[config.mk]
export PLATFORM = sky130hd
export DESIGN_NAME = fifo_stream_adapter
export DESIGN_NICKNAME = d
export VERILOG_FILES = /design/src/rtl/fifo_pkg.sv /design/src/rtl/stream_skid_buffer.sv /design/src/rtl/fifo_stream_adapter.sv
export SDC_FILE = /design/constraint.sdc
export NUM_CORES = 1
export LEC_CHECK = 0
export ABC_AREA = 1
export CAP_MARGIN = 20
export CORE_ASPECT_RATIO = 0.5
export CORE_UTILIZATION = 50
export CTS_CLUSTER_DIAMETER = 120
export DETAILED_ROUTE_END_ITERATION = 8
export GPL_TIMING_DRIVEN = 1
export PLACE_DENSITY = 0.86
export SLEW_MARGIN = 40
export SYNTH_ARGS = -nofsm -noshare
export SYNTH_HDL_FRONTEND = slang
export SYNTH_SLANG_ARGS = --single-unit
[constraint.sdc]
create_clock -name clk -period 5.4 [get_ports clk]
set_clock_uncertainty 0.2 [all_clocks]
set_input_delay 0.81 -clock clk [delete_from_list [all_inputs] [get_ports clk]]
set_output_delay 0.81 -clock clk [all_outputs]
set_load 0.05 [all_outputs]
[src/rtl/fifo_pkg.sv]
// Shared types and constants for the FIFO read-side stream adapter.
package fifo_pkg;

    typedef enum logic [1:0] {
        OCC_EMPTY,
        OCC_ONE,
        OCC_TWO
    } occ_state_t;

    localparam int unsigned DEFAULT_DATA_WIDTH = 32;

endpackage

[src/rtl/stream_skid_buffer.sv]
// Two-entry head/skid storage with occupancy FSM. The head register drives the
// stream data directly; the skid register catches a word popped while the head
// is stalled.
module stream_skid_buffer
    import fifo_pkg::*;
#(
    parameter int unsigned DataWidth = DEFAULT_DATA_WIDTH
) (
    input  logic                 clk,
    input  logic                 rst,
    input  logic                 push,
    input  logic [DataWidth-1:0] push_data,
    input  logic                 take,
    output occ_state_t           state,
    output logic [DataWidth-1:0] head_data
);

    occ_state_t           state_q, state_d;
    logic [DataWidth-1:0] head_q, head_d;
    logic [DataWidth-1:0] skid_q, skid_d;

    // Next occupancy and storage contents; a push goes to the head whenever
    // the head is free or its word leaves in this cycle, otherwise to the skid.
    always_comb begin
        state_d = state_q;
        head_d  = head_q;
        skid_d  = skid_q;
        unique case (state_q)
            OCC_EMPTY: begin
                if (push) begin
                    head_d  = push_data;
                    state_d = OCC_ONE;
                end
            end
            OCC_ONE: begin
                if (push && take) begin
                    head_d = push_data;
                end else if (push) begin
                    skid_d  = push_data;
                    state_d = OCC_TWO;
                end else if (take) begin
                    state_d = OCC_EMPTY;
                end
            end
            OCC_TWO: begin
                if (take) begin
                    head_d  = skid_q;
                    state_d = OCC_ONE;
                end
            end
            default: state_d = OCC_EMPTY;
        endcase
    end

    // Occupancy and storage registers.
    always_ff @(posedge clk or posedge rst) begin
        if (rst) begin
            state_q <= OCC_EMPTY;
            head_q  <= '0;
            skid_q  <= '0;
        end else begin
            state_q <= state_d;
            head_q  <= head_d;
            skid_q  <= skid_d;
        end
    end

    assign state     = state_q;
    assign head_data = head_q;

endmodule

[src/rtl/fifo_stream_adapter.sv]
// Read-side drain stage: pops words from an upstream FIFO and presents them as
// a registered valid/ready stream, marking every BurstLen-th word with outLast.
// Optional statistics ports (wordCount, burstCount) are enabled by defining
// FIFO_STREAM_ADAPTER_STATS_EN.
module fifo_stream_adapter
    import fifo_pkg::*;
#(
    parameter int unsigned DataWidth = DEFAULT_DATA_WIDTH,
    parameter int unsigned BurstLen  = 4,
    parameter int unsigned BeatWidth = (BurstLen > 1) ? $clog2(BurstLen) : 1
) (
    input  logic                 clk,
    input  logic                 rst,
    input  logic                 fifoEmpty,
    input  logic [DataWidth-1:0] fifoReadData,
    output logic                 fifoReadEn,
    output logic                 outValid,
    input  logic                 outReady,
    output logic [DataWidth-1:0] outData,
    output logic                 outLast
`ifdef FIFO_STREAM_ADAPTER_STATS_EN
    ,
    output logic [31:0]          wordCount,
    output logic [15:0]          burstCount
`endif
);

    localparam logic [BeatWidth-1:0] LastBeat = BeatWidth'(BurstLen - 1);

    occ_state_t           occ_state;
    logic [DataWidth-1:0] head_data;
    logic                 pop;
    logic                 take;
    logic [BeatWidth-1:0] beat_q, beat_d;

    // Pop request depends only on registered occupancy and the empty flag, so
    // there is no combinational path from outReady back to the FIFO.
    assign fifoReadEn = !rst && !fifoEmpty && (occ_state != OCC_TWO);
    assign pop        = fifoReadEn && !fifoEmpty;
    assign outValid   = (occ_state != OCC_EMPTY);
    assign take       = outValid && outReady;
    assign outData    = head_data;
    assign outLast    = outValid && (beat_q == LastBeat);

    stream_skid_buffer #(
        .DataWidth (DataWidth)
    ) u_skid (
        .clk       (clk),
        .rst       (rst),
        .push      (pop),
        .push_data (fifoReadData),
        .take      (take),
        .state     (occ_state),
        .head_data (head_data)
    );

    // Beat position within the current burst, advanced per accepted word.
    always_comb begin
        beat_d = beat_q;
        if (take) begin
            if (beat_q == LastBeat) begin
                beat_d = '0;
            end else begin
                beat_d = beat_q + 1'b1;
            end
        end
    end

    // Beat counter register.
    always_ff @(posedge clk or posedge rst) begin
        if (rst) begin
            beat_q <= '0;
        end else begin
            beat_q <= beat_d;
        end
    end

`ifdef FIFO_STREAM_ADAPTER_STATS_EN
    logic [31:0] word_count_q, word_count_d;
    logic [15:0] burst_count_q, burst_count_d;

    // Free-running transfer statistics, both wrapping naturally.
    always_comb begin
        word_count_d  = word_count_q;
        burst_count_d = burst_count_q;
        if (take) begin
            word_count_d = word_count_q + 32'd1;
            if (outLast) begin
                burst_count_d = burst_count_q + 16'd1;
            end
        end
    end

    // Statistics registers.
    always_ff @(posedge clk or posedge rst) begin
        if (rst) begin
            word_count_q  <= '0;
            burst_count_q <= '0;
        end else begin
            word_count_q  <= word_count_d;
            burst_count_q <= burst_count_d;
        end
    end

    assign wordCount  = word_count_q;
    assign burstCount = burst_count_q;
`endif

endmodule

[Word level (Yosys, flattened, before mapping)]
Cells that the tools add are included.
Storage, ports and cells
  input bits: 36
  output and inout port bits: 35
  flip-flop bits (word level): 68
Cells by class
  reduce and logical (&&, ||, !) cells: 14
  equality and inequality tests: 9
  add/subtract/negate cells: 1
  multiplexer cells: 11
  bitwise operators: 1
Operators with widths (count)
  $mux 32: 3
  $pmux 32 s3: 1
  $mux 2: 6
  $reduce_and 4->1: 2
  $logic_and 1x1->1: 6
  $ne 2x1->1 const B: 3
  $pmux 2 s3: 1
  $eq 2x2->1 const B: 2
  $ne 2x2->1 const B: 2
  $ne 3x1->1 const B: 1
  $reduce_and 3->1: 1
  $reduce_bool 3->1: 1
  $add 2x1->2 const B: 1
  $eq 2x1->1 const B: 1
  $logic_not 1->1: 2
  $logic_not 2->1: 1
  $reduce_bool 2->1: 1
  $not 1->1: 1

[Depth between registers and ports, before layout]
  depth after elaboration: 7
  depth in mapped cells: 9
  gate-level depth less buffers: 8

[Modules after synthesis]
From an unflattened synthesis, not the netlist that was laid out.
Unflattened totals
  cell total of the unflattened synthesis: 413
  area, all modules: 3383.2 sq um
Modules (own cells, without submodules)
  stream_skid_buffer: area each 3244.4 sq um, instances 1, cells each 393, sequential area each 1651.6 sq um
  fifo_stream_adapter: area each 138.9 sq um, instances 1, cells each 20, sequential area each 50.0 sq um

[Least setup slack after synthesis]
OpenSTA, ideal clock, no wires.
  path kind: input to register
  start point: input port rst
  end point: register u_skid.head_q[0], in the netlist u_skid.head_data[0]
  setup time: 119 ps
  buffers on the path: 1
  cell stages on the path: 9
  arrival: 2911 ps
  path slack: 2170 ps
  required time: 5081 ps
  cell sequence: inv_1 > nand2_1 > nand2_1 > nand2_1 > inv_2 > nand2_2 > buf_2 > nand2_1 > nand2_1
On the way
  word-level cells in the longest chain between the ends: 7
RTL lines
  from (decl): RTL line fifo_stream_adapter.sv:13  | input logic rst,
  $logic_not 1->1 (no source line) (*)
  $logic_and 1x1->1 (*) (2 in series): RTL line fifo_stream_adapter.sv:38  | assign fifoReadEn = !rst && !fifoEmpty && (occ_state != OCC_TWO);
  $logic_and 1x1->1 (*): RTL line fifo_stream_adapter.sv:39  | assign pop = fifoReadEn && !fifoEmpty;
  $logic_and 1x1->1: RTL line stream_skid_buffer.sv:36  | if (push && take) begin
  $ne 2x1->1 (no source line)
  $reduce_and 4->1 (no source line) (*)
  to (signal assigned): RTL line stream_skid_buffer.sv:59  | head_q <= '0;
  to (signal assigned): RTL line stream_skid_buffer.sv:63  | head_q <= head_d;
  to (decl): RTL line stream_skid_buffer.sv:19  | logic [DataWidth-1:0] head_q, head_d;
Every way passes the cells marked *; elsewhere a longest branch is shown, timed or not.
A chain may end at the register's enable or synchronous reset.

[Worst setup path in the final report]
  start point: input port rst
  end point: output port fifoReadEn
On the way
  word-level cells in the longest chain between the ends: 3
RTL lines
  $logic_not 1->1 (no source line)
  $logic_and 1x1->1 (2 in series): RTL line fifo_stream_adapter.sv:38
  to (decl): RTL line fifo_stream_adapter.sv:16  | output logic fifoReadEn,
Every way passes these cells.

==> reports/results.ini <==
[status]
status = complete, no violations

[placed_design]
dp.cells = 505
gp_congestion = 0.8587
dp_hpwl_um = 4004
post_dp_cell_area_sq_mm = 0.003806
portBuffers = 70

[layout]
fill_cells = 391
diodes = 0
finish.instance_area_sq_mm = 0.004204
final_nets = 480
final_core_util = 0.7368
multi_input_area_sq_mm = 0.001105
layout_common_cells = 136 x nand2_1, 70 x clkdlybuf4s50_1, 68 x dfrtp_1
layout_commonest_cell = nand2_1
seqCellArea_sq_mm = 0.001702
stdcell_count = 521
layout-area-overhead-vs-synth_pct = 36.98
drive_above_1_share = 0.06027

[clock_tree]
htree_levels = 3
holdBufCountCts = 0
clkSlewWorstSetupHoldPaths_ns = 0.05
clkSinkCount = 68
cts.path.max_buffers = 2
cts.repair.resized = 0
cts_buffers = 9
clk_latency_ns = 0.32
cts_tree = yes
cts_root_buffer = clkbuf_16
postCtsSetupRepairBufs = 0

[synthesis]
synth_top_area_share = 0.5544
yosys.area_share.simple = 0.2409
synth_cell_type_count = 17
syn_nets = 418
synthAdderAreaFrac = 0.004077
ys_seq_area_frac = 0.5544
netlist_instances = 381
syn_avg_cell_area_sq_um = 8.056
synthMuxAreaShare = 0
yosysWarningCount = 0
yosysTopAreaCell = dfrtp_1
ys_ff_latch = 68
synth_top_family_by_area = simple AND/OR/NAND/NOR gates
syn_area_sq_mm = 0.003069
synth_compound_gate_area_share = 0.1125
synth-xor-area-share = 0
synth_area_leaders = dfrtp_1 55%, nand2_1 17%, o21ai_0 11%

[routing]
wl_um = 6962
avgViaCountPerCell = 5.081
avgRoutedWirePerCell_um = 13.36
drt_pre_antenna_iters = 4
drt_iter0_drc = 212
vias = 2647
drcViolationCount = 0
ant_nets = 0

[sta]
setup_tns_ns = 0
finalSetupViolations = 0
drv_slew = 0
fmax_mhz = 289.5
worst_pin_slew_ns = 0.6917
hold_viol_final = 0
period_share = 0.6398
rsz0062_at_grt = no
layout_min_cycle_time_ns = 3.455
slew_headroom = 0.5372

[global_routing]
grt_pass1_wl_um = 11770
grt.total_usage = 0.2373
grt_overflow_total = 0
grt_antenna_before_repair = 0
grt_pass1_vias = 2586
grt_max_degree = 69

[worst_setup_path]
startpoint = rst
crit_fanout = 4
r2r_start = u_skid.state[1]
r2r-end = u_skid.head_data[4]
required_ns = 4.39
worstSetupPathType = in -> out
crit_end = fifoReadEn
crit_path_start_kind = input pin
r2r_slack_ns = 2.88
crit_path_end_kind = primary output
cp.arrival_ns = 2.44
reg2reg_depth = 6

[floorplanning]
dieArea_sq_mm = 0.006475
ioPinCount = 71
die_h_um = 57.40
design.core.area_sq_mm = 0.005705
initial_core_util = 0.5379
die_w_um = 112.8
row_count = 19

[hold_path]
hold_path.class = reg -> reg
hold_path_depth = 2

[power]
vdd_drop_max_uv = 296.8
total_leakage_power_nw = 2.069
p_total_mw = 2.908
powerDensity_mw_per_mm2 = 691.6

[flow_run]
max_cap_violations = 0

==> synth_stat cells <==
cell type,instances
o21ai_0,65
nand2_1,137
nor2_2,1
buf_4,4
dfrtp_1,68
nand2_2,2
buf_2,15
inv_1,39
o21ai_1,1
nand3_1,36
nor2_1,4
o211ai_1,1
ha_1,1
o21a_1,1
inv_2,2
clkbuf_1,3
nor2_4,1
==> kinds of logic after synthesis <==
family                   after synthesis
buffers and inverters                 63
adder cells (fa/ha/maj)                1
AO/OA/AOI/OAI                         68
flip-flops                            68
AND/OR/NAND/NOR                      181
==> worst min-delay path by stage <==
stage | startpoint | end | slack [ns]
finish | u_skid.head_data[3] | u_skid.head_data[3] | 0.26
global route | u_skid.head_data[10] | u_skid.head_data[10] | 0.28
CTS | u_skid.head_data[3] | u_skid.head_data[3] | 0.27
detailed placement | u_skid.head_data[3] | u_skid.head_data[3] | 0.26
global placement | u_skid.head_data[24] | u_skid.head_data[24] | 0.25
floorplan | beat_q[1] | beat_q[1] | 0.25
==> registers in the layout, indices dropped and copies added, names as in the netlist <==
signal	cells
beat_q	2
u_skid.head_data	32
u_skid.skid_q	32
u_skid.state	2
==> stage by stage <==
step	worst slack, ns	hold WS [ns]
final	1.945	0.2641
after global routing	1.851	0.2842
after CTS	1.950	0.2713
after detailed placement	1.951	0.2576
after global placement	1.949	0.2530
after floorplan	2.170	0.2457
==> metal layers <==
layer | track usage | vias to the layer above | part of all wire
met3 | 0.05313 | 12 | 0.054
met1 | 0.2903 | 1228 | 0.43
met4 | 0.1067 | 0 | 0.017
li1 | - | 1325 | -
met5 | 0 | - | 0
met2 | 0.4118 | 82 | 0.50
==> area by class of cell <==
| cell class | instances | share of cell area |
|---|---|---|
| flip-flops and latches | 68 | 0.4048 |
| multi-input cells | 250 | 0.2628 |
| repair buffers | 73 | 0.1795 |
| clock buffers | 10 | 0.05685 |
| clock inverters | 6 | 0.03780 |
| inverters | 41 | 0.03661 |
| well taps | 73 | 0.02173 |
==> critical path: stages <==
cell	delay, ns
clkdlybuf4s50_1	0.44
nor2_1	0.23
nand2_1	0.10
inv_1	0.08
clkdlybuf4s50_1	0.79
==> report_power, final <==
part	leakage [nW]	total (mW)	internal, mW	switching (mW)
sequential	0.829	0.869	0.761	0.108
combinational	1.05	1.27	0.389	0.876
clock	0.193	0.772	0.558	0.215
Note: power is estimated with default switching activity, not from simulation.
==> variant, RTL diff (config.mk and constraints unchanged) <==
The package constant `DEFAULT_DATA_WIDTH` goes from 32 to 48.
--- a/src/rtl/fifo_pkg.sv
+++ b/src/rtl/fifo_pkg.sv
@@ -8,5 +8,5 @@
     } occ_state_t;
 
-    localparam int unsigned DEFAULT_DATA_WIDTH = 32;
+    localparam int unsigned DEFAULT_DATA_WIDTH = 48;
 
 endpackage
Ports: changed (resized fifoReadData and outData); port bits go from 71 to 103. No check against the original RTL was run, so the function may have changed too.
==> variant against the unedited design <==
  * Setup slack got worse by 0.12 ns
  * Wire length grew 58%
  * Synthesized area rose by 51%
  * Design area increased by 42%
  * Total power rose by 32%
  * Sequential cell count rose by 32
  * Highest routed layer unchanged
==> variant: results (changes against the unedited design) <==
clock transition at the registers of the reported paths 0.06 ns; vias per cell 5.16 (+1.6%); number of buffers created by CTS 9 (unchanged); cts repair resizes 0 (unchanged); post-synth cell types 18 (+1); LEAKAGE 3.16 nW (+53%); Place WS 1.85 ns (-0.0999 ns); grt met1 use 29.0% (about the same); GRT met3 Usage 4.32% (-0.99 points); placer congestion estimate 0.795 (-7.5%); syn_nets 651 (+56%); nets@finish 730 (+52%); Area after DPL 5660 µm² (+49%); H-tree lvl count 3 (unchanged); IO Port Bufs 102 (+46%); Synth Warn # 0 (unchanged); drt drc 0 (unchanged); HP Class reg2reg; status finished clean; proportion of layout cells with a drive suffix above 1 3.97% (-2.1 points); HPWL Detailed 6470 µm (+62%); DR iter-0 viols 313 (+48%); # diodes 0 (unchanged); clk_lat worst skew 0.34 ns (+0.02 ns); WL final 11000 µm (+58%); Seq/Total Area, Yosys 54.1% (-1.4 points); commonest cells in the netlist 235 x nand2_1, 100 x dfrtp_1, 92 x nand3_1; Async S/R FF share, synth 100% (unchanged); Slew @ Worst Pin 0.809 ns (+0.117 ns); Worst EP arrival 2.56 ns (+0.12 ns); largest net degree at the start of global routing 98 (+42%); Setup Buffers After CTS 0 (unchanged); initial antenna violation count 0 (unchanged); worst vdd ir 0.412 mV (+39%); first-pass GRT wire length 18000 µm (+53%); most area-consuming cells after synthesis dfrtp_1 54%, nand2_1 19%, nand3_1 10%; DRT Pass-1 Iters 4 (unchanged); Max Buffers Root-to-Sink 2 (unchanged); CP max FO 4 (unchanged); Clock Tree Root clkbuf_16; gr usage total 23.3% (-0.44 points); vias in the first global route 3823 (+48%); M2 GR Usage 41.1% (-0.13 points)
variant: worst paths after layout:
| path | from | endpoint | slack, ns | depth (start not counted) |
|---|---|---|---|---|
| max | rst | fifoReadEn | 1.83 | 5 |
| max in group asynchronous | rst | u_skid.skid_q[33] | 3.39 | 3 |
| max reg2reg | u_skid.state[0] | u_skid.head_data[45] | 2.99 | 7 |
| min | u_skid.head_data[24] | u_skid.head_data[24] | 0.27 | 2 |
| min in group asynchronous | rst | u_skid.head_data[19] | 0.64 | 2 |
| min reg2reg | u_skid.head_data[24] | u_skid.head_data[24] | 0.27 | 2 |
variant: cell families (layout without fill, tap and decap cells):
family,Yosys count,count (layout),share of synthesized area (%)
flops,100,100,54.1
compound gates,59,59,6.49
simple gates,341,341,30.3
buf+inv,97,179,8.82
fa+ha+maj,1,1,0.270
variant: power by group:
group	switching (mW)	internal, mW	total [mW]
registers	0.195	1.12	1.31
clock network	0.260	0.404	0.665
logic	1.30	0.577	1.87
total	1.75	2.10	3.85
variant: critical path, cell delays in order:
cell and delay, ns:
clkdlybuf4s50_1 0.46, nor2_1 0.31, nand2_1 0.13, inv_1 0.06, clkdlybuf4s50_1 0.79
variant: layer usage:
layer / wire length, µm / share of wire [%]
met5: 0 / 0
met1: 4880 / 44
met2: 5540 / 50
met3: 456 / 4.1
met4: 149 / 1.4
variant: cell type report:
type / instances / area, µm²
sequential: 100 / 2500
clock buffer: 13 / 280
inverter: 57 / 216
timing repair buffer: 108 / 1070
tap: 117 / 146
clock inverter: 1 / 30.0
multi-input combinational: 401 / 1730
fill: 717 / 2850
variant: stage by stage:
stage | power (mW) | cells
global route | 4.05 | 797
CTS | 3.86 | 797
finish | 3.85 | 797
detailed placement | 3.19 | 783
floorplan | 2.60 | 598
global placement | 3.13 | 783
